<file path="config.mk">
export PLATFORM = sky130hd
export DESIGN_NAME = led_serial_rx
export DESIGN_NICKNAME = d
export VERILOG_FILES = /design/src/rtl/led_serial_rx.sv
export SDC_FILE = /design/constraint.sdc
export NUM_CORES = 1
export LEC_CHECK = 0
export CAP_MARGIN = 20
export CELL_PAD_IN_SITES_DETAIL_PLACEMENT = 2
export CELL_PAD_IN_SITES_GLOBAL_PLACEMENT = 2
export CORE_MARGIN = 2
export CORE_UTILIZATION = 37
export CTS_CLUSTER_SIZE = 28
export DETAILED_ROUTE_END_ITERATION = 16
export GPL_ROUTABILITY_DRIVEN = 0
export PLACE_DENSITY_LB_ADDON = 0.1
export SLEW_MARGIN = 20
export SYNTH_ARGS = -nofsm -noshare
export SYNTH_HDL_FRONTEND = slang
export SYNTH_SLANG_ARGS = --single-unit
</file>
<file path="constraint.sdc">
create_clock -name clk -period 2 [get_ports clk]
set_input_delay 0.4 -clock clk [delete_from_list [all_inputs] [get_ports clk]]
set_output_delay 0.4 -clock clk [all_outputs]
set_load 0.02 [all_outputs]
</file>
<file path="src/rtl/led_serial_rx.sv">
// Receiving end of the LED shift-chain: synchronizes the serial lines, deserializes WIDTH bits MSB first
// and presents a latched word with frame/error strobes. Define LED_RX_INVERT_EN to complement each sampled bit.
module led_serial_rx #(
  parameter int WIDTH    = 16,
  parameter int IDLE_CYC = 64
) (
  input  logic             clk,
  input  logic             reset,
  input  logic             ser_do,
  input  logic             ser_clk,
  input  logic             ser_clr,
  input  logic             ser_pen,
  output logic [WIDTH-1:0] led,
  output logic             frame_valid,
  output logic             frame_err,
  output logic             busy
);

  localparam int CNT_W = $clog2(WIDTH + 1);
  localparam int IDL_W = $clog2(IDLE_CYC + 1);
  localparam logic [CNT_W-1:0] CNT_MAX  = CNT_W'(WIDTH);
  localparam logic [IDL_W-1:0] IDLE_MAX = IDL_W'(IDLE_CYC);

  typedef enum logic [1:0] {
    S_IDLE,
    S_RECV,
    S_DONE,
    S_HOLD
  } state_t;

  // Line polarity: the driver may send complemented data (LED on = line low).
  function automatic logic sample_bit(input logic line);
`ifdef LED_RX_INVERT_EN
    return ~line;
`else
    return line;
`endif
  endfunction

  // Stage p0/p1: two-flop synchronizers; p2 holds the previous synchronized serial clock.
  logic ser_do_p0, ser_do_p1;
  logic ser_clk_p0, ser_clk_p1, ser_clk_p2;
  logic ser_clr_p0, ser_clr_p1;
  logic ser_pen_p0, ser_pen_p1;

  always_ff @(posedge clk or negedge reset) begin
    if (!reset) begin
      ser_do_p0  <= 1'b0;
      ser_do_p1  <= 1'b0;
      ser_clk_p0 <= 1'b0;
      ser_clk_p1 <= 1'b0;
      ser_clk_p2 <= 1'b0;
      ser_clr_p0 <= 1'b0;
      ser_clr_p1 <= 1'b0;
      ser_pen_p0 <= 1'b0;
      ser_pen_p1 <= 1'b0;
    end else begin
      ser_do_p0  <= ser_do;
      ser_do_p1  <= ser_do_p0;
      ser_clk_p0 <= ser_clk;
      ser_clk_p1 <= ser_clk_p0;
      ser_clk_p2 <= ser_clk_p1;
      ser_clr_p0 <= ser_clr;
      ser_clr_p1 <= ser_clr_p0;
      ser_pen_p0 <= ser_pen;
      ser_pen_p1 <= ser_pen_p0;
    end
  end

  // Edges seen while the chain is held in clear are discarded outright.
  logic clr_act, edge_p2, bit_p2;
  assign clr_act = ~ser_clr_p1;
  assign edge_p2 = ser_clk_p1 & ~ser_clk_p2 & ~clr_act;
  assign bit_p2  = sample_bit(ser_do_p1);

  logic [IDL_W-1:0] idle_cnt;
  logic             idle_to;
  assign idle_to = (idle_cnt == IDLE_MAX);

  always_ff @(posedge clk or negedge reset) begin
    if (!reset) begin
      idle_cnt <= '0;
    end else if (edge_p2) begin
      idle_cnt <= '0;
    end else if (!idle_to) begin
      idle_cnt <= idle_cnt + IDL_W'(1);
    end
  end

  // Stage p3: frame state machine and output registers.
  state_t           state, state_nx;
  logic [WIDTH-1:0] sh, sh_nx;
  logic [CNT_W-1:0] cnt, cnt_nx;
  logic             exc, exc_nx;
  logic [WIDTH-1:0] led_nx;
  logic             fv_nx, fe_nx;

  always_ff @(posedge clk or negedge reset) begin
    if (!reset) begin
      state       <= S_IDLE;
      sh          <= '0;
      cnt         <= '0;
      exc         <= 1'b0;
      led         <= '0;
      frame_valid <= 1'b0;
      frame_err   <= 1'b0;
      busy        <= 1'b0;
    end else begin
      state       <= state_nx;
      sh          <= sh_nx;
      cnt         <= cnt_nx;
      exc         <= exc_nx;
      led         <= led_nx;
      frame_valid <= fv_nx;
      frame_err   <= fe_nx;
      busy        <= (state_nx != S_IDLE);
    end
  end

  always_comb begin
    state_nx = state;
    sh_nx    = sh;
    cnt_nx   = cnt;
    exc_nx   = exc;
    led_nx   = led;
    fv_nx    = 1'b0;
    fe_nx    = 1'b0;
    if (clr_act) begin
      state_nx = S_IDLE;
      sh_nx    = '0;
      cnt_nx   = '0;
      exc_nx   = 1'b0;
    end else begin
      case (state)
        S_IDLE: begin
          if (edge_p2) begin
            sh_nx    = {{(WIDTH-1){1'b0}}, bit_p2};
            cnt_nx   = CNT_W'(1);
            exc_nx   = 1'b0;
            state_nx = S_RECV;
          end
        end
        S_RECV: begin
          if (edge_p2) begin
            sh_nx  = {sh[WIDTH-2:0], bit_p2};
            cnt_nx = cnt + CNT_W'(1);
            if ((cnt + CNT_W'(1)) == CNT_MAX) begin
              state_nx = S_DONE;
            end
          end else if (idle_to) begin
            fe_nx    = 1'b1;
            cnt_nx   = '0;
            state_nx = S_IDLE;
          end
        end
        S_DONE: begin
          if (ser_pen_p1) begin
            led_nx = sh;
          end
          fv_nx    = 1'b1;
          state_nx = S_HOLD;
          if (edge_p2) begin
            exc_nx = 1'b1;
            if (cnt != CNT_MAX) begin
              cnt_nx = cnt + CNT_W'(1);
            end
          end
        end
        S_HOLD: begin
          if (edge_p2) begin
            exc_nx = 1'b1;
            if (cnt != CNT_MAX) begin
              cnt_nx = cnt + CNT_W'(1);
            end
          end else if (idle_to) begin
            fe_nx    = exc;
            cnt_nx   = '0;
            exc_nx   = 1'b0;
            state_nx = S_IDLE;
          end
        end
        default: begin
          state_nx = S_IDLE;
        end
      endcase
    end
  end

endmodule

</file>
==> flow_summary.yaml <==
outcome:
  status: "finished, final reports clean"
clock_network:
  cts_tree: "built"
  cts_resized: 0
  cts_setup_buffers: 0
  clockBufferDepth: 2
  cts_hold_buf: 0
  clkSlewWorstSetupHoldPaths_ns: 0.07
  cts_sinks: 59
  cts_root_buf: "clkbuf_8"
  cts_made_buffers: 9
  clk_latency_ns: 0.34
  htreeDepth: 3
sta:
  period_needed_ns: 1.866
  skew_ns: 0.006621
  slew_headroom: 0.6269
  slew_viol_final: 0
  max_freq_ghz: 0.5359
  fin_setup_tns_ns: 0
  finalCritPeriodShare: 0.9330
  finalHoldViolations: 0
  setup_viol_count_final: 0
  whs_ns: 0.02938
  rsz0062_at_grt: "false"
  worstMarginPinSlew_ns: 0.5576
synthesis:
  async_flop_share: 1.000
  ys_ff_latch: 59
  yosysSeqAreaShare: 0.6014
  synth-edff-count: 0
  syn_inst: 211
  yosys_warnings: 0
  yosys_most_used_dff: "dfrtp_1"
  syn-cell-area_mm2: 0.002455
  mappedNetlistNets: 221
  synth_cell_type_count: 40
  synth_area_per_cell_um2: 11.63
place:
  dpl.cell_count: 312
  hpwl_mm: 4.186
  dpl-instance-area_mm2: 0.002815
  placement.io_buffers: 24
worst_setup_path:
  required_ns: 2.22
  crit_fanout: 7
  cpMaxStageDelayCell: "dfrtp_1"
  crit_chain: "inv_1 > ha_1 > nor4b_2 > nand2_1 > o21a_1 > a32o_1"
  start_kind: "flip-flop"
  crit_path_max_incr_delay_ns: 0.43
  worstSetupPathType: "reg -> reg"
  end_kind: "flip-flop"
  cp.arrival_ns: 2.09
layout:
  instances_no_fill: 327
  area_delta_synth_final_pct: 22.22
  antennaDiodeCount: 0
  layout.nets: 256
  fin_area_mm2: 0.003000
  utilization: 0.4698
  drive_gt1_frac: 0.1800
power_and_ir_drop:
  cellLeakagePower_nw: 1.460
  power_per_cell_area_mw_per_mm2: 843.4
  peakVddDrop_mv: 0.4281
die:
  die_h_um: 85.46
  fp-row-count: 29
  dieWidth_um: 85.46
  initial_utilization: 0.3844
  coreArea_mm2: 0.006386
  dieArea_mm2: 0.007303
  pin_count: 25
detailed_routing:
  wl_per_cell_um: 18.60
  routed_wl_mm: 6.083
  vias: 1715
  via_per_inst: 5.245
  drtIter0Drc: 59
  first_pass_iters: 3
  drcViolationCount: 0
  route.antenna.remaining_nets: 0
global_route:
  grt_usage: 0.1905
  antenna_found_initial: 0
  gr-total-overflow: 0
  grt_pass1_wl_mm: 10.45
  grt_max_degree: 25
  grt_pass1_vias: 2008
hold_path:
  worstHoldPathType: "in -> async"
flow_run:
  cap_violations: 0
## registers in the layout (all words and copies together), names as in the netlist, 2 cells and up
signal,cells
sh,16
led,16
idle_cnt,7
cnt,5
state,2
## stage by stage
step / power [mW] / worst slack [ns]
after global routing: 2.663 / 0.001052
after detailed placement: 1.561 / 0.1233
final: 2.530 / 0.1340
after global placement: 1.534 / 0.2964
after floorplan: 1.453 / 0.4248
after CTS: 2.569 / 0.1163
## cells by family (layout without fill, tap and decap cells)
logic type      count (synthesis)  after routing  synth area share
flops                          59             59            0.6014
compound gates                 24             24           0.07186
buf+inv                        14             53           0.02548
simple gates                   88             88            0.1707
xor+xnor                        6              6           0.02141
mux                            16             16           0.08868
fa+ha+maj                       4              4           0.02039
## report_power, final
part           switching, mW  total [mW]  internal (mW)
registers             0.0670        1.32           1.25
logic                  0.132       0.220         0.0883
clock network          0.453       0.994          0.541
## final timing paths
kind,slack [ns],startpoint,endpoint,depth (start not counted)
worst max-delay path,0.13,idle_cnt[0],cnt[1],6
worst min-delay path,0.03,reset,led[3],1
worst max register to register,0.13,idle_cnt[0],cnt[1],6
worst min register to register,0.36,ser_do_p0,bit_p2,0
max in group asynchronous,1.34,reset,led[7],2
min in group clk,0.36,ser_do_p0,bit_p2,0
## layer usage
metal  GRT usage  wire [µm]  share of wire
met2      0.3217       3140           0.52
met4     0.08658        110          0.018
met1      0.2348       2676           0.44
met3     0.03891        155          0.025
met5           0          0              0
## synth_stat cells, types with 2 or more instances
cell type	count	area, µm²
clkbuf_1	4	15.01
dfrtp_1	59	1476
nand2_1	40	150.1
nand3b_1	2	15.01
mux2_4	10	150.1
a21o_1	3	22.52
o21a_1	2	15.01
xnor2_1	4	35.03
a21oi_1	4	20.02
ha_1	4	50.05
o21ai_0	3	15.01
nor2b_1	3	18.77
nor2_1	13	48.80
buf_2	2	10.01
inv_1	6	22.52
xor2_1	2	17.52
nand3_1	20	100.1
a211oi_1	3	22.52
mux2_2	6	67.56
## cell type report
type	instances	area [µm²]
clock buffers	13	168.9
clock inverters	2	10.01
fillers	658	3386
inverters	7	26.28
multi-input cells	138	922.1
flip-flops and latches	59	1476
well taps	77	96.34
repair buffers	31	300.3
## cell usage in the layout, fill, tap and decap left out, types with 2 or more instances in the layout
master           instances
nand3_1                 20
buf_4                    6
a211oi_1                 3
a21o_1                   3
o21a_1                   2
ha_1                     4
clkdlybuf4s50_1         23
nor2b_1                  3
o21ai_1                  2
dfrtp_1                 59
xor2_1                   2
nand3b_1                 2
nor2_1                  13
inv_1                    6
clkbuf_8                12
mux2_4                  10
a21oi_1                  4
nand2_1                 40
clkinv_2                 2
xnor2_1                  4
o21ai_0                  2
mux2_2                   6
## worst max-delay path, delay by kind of cell (launching register included)
kind | cells | cell delay, ns
adder cells (fa/ha/maj) | 1 | 0.14
flip-flops | 1 | 0.43
buffers and inverters | 1 | 0.08
AO/OA/AOI/OAI | 2 | 0.50
AND/OR/NAND/NOR | 2 | 0.62
Note: power is estimated with default switching activity, not from simulation.
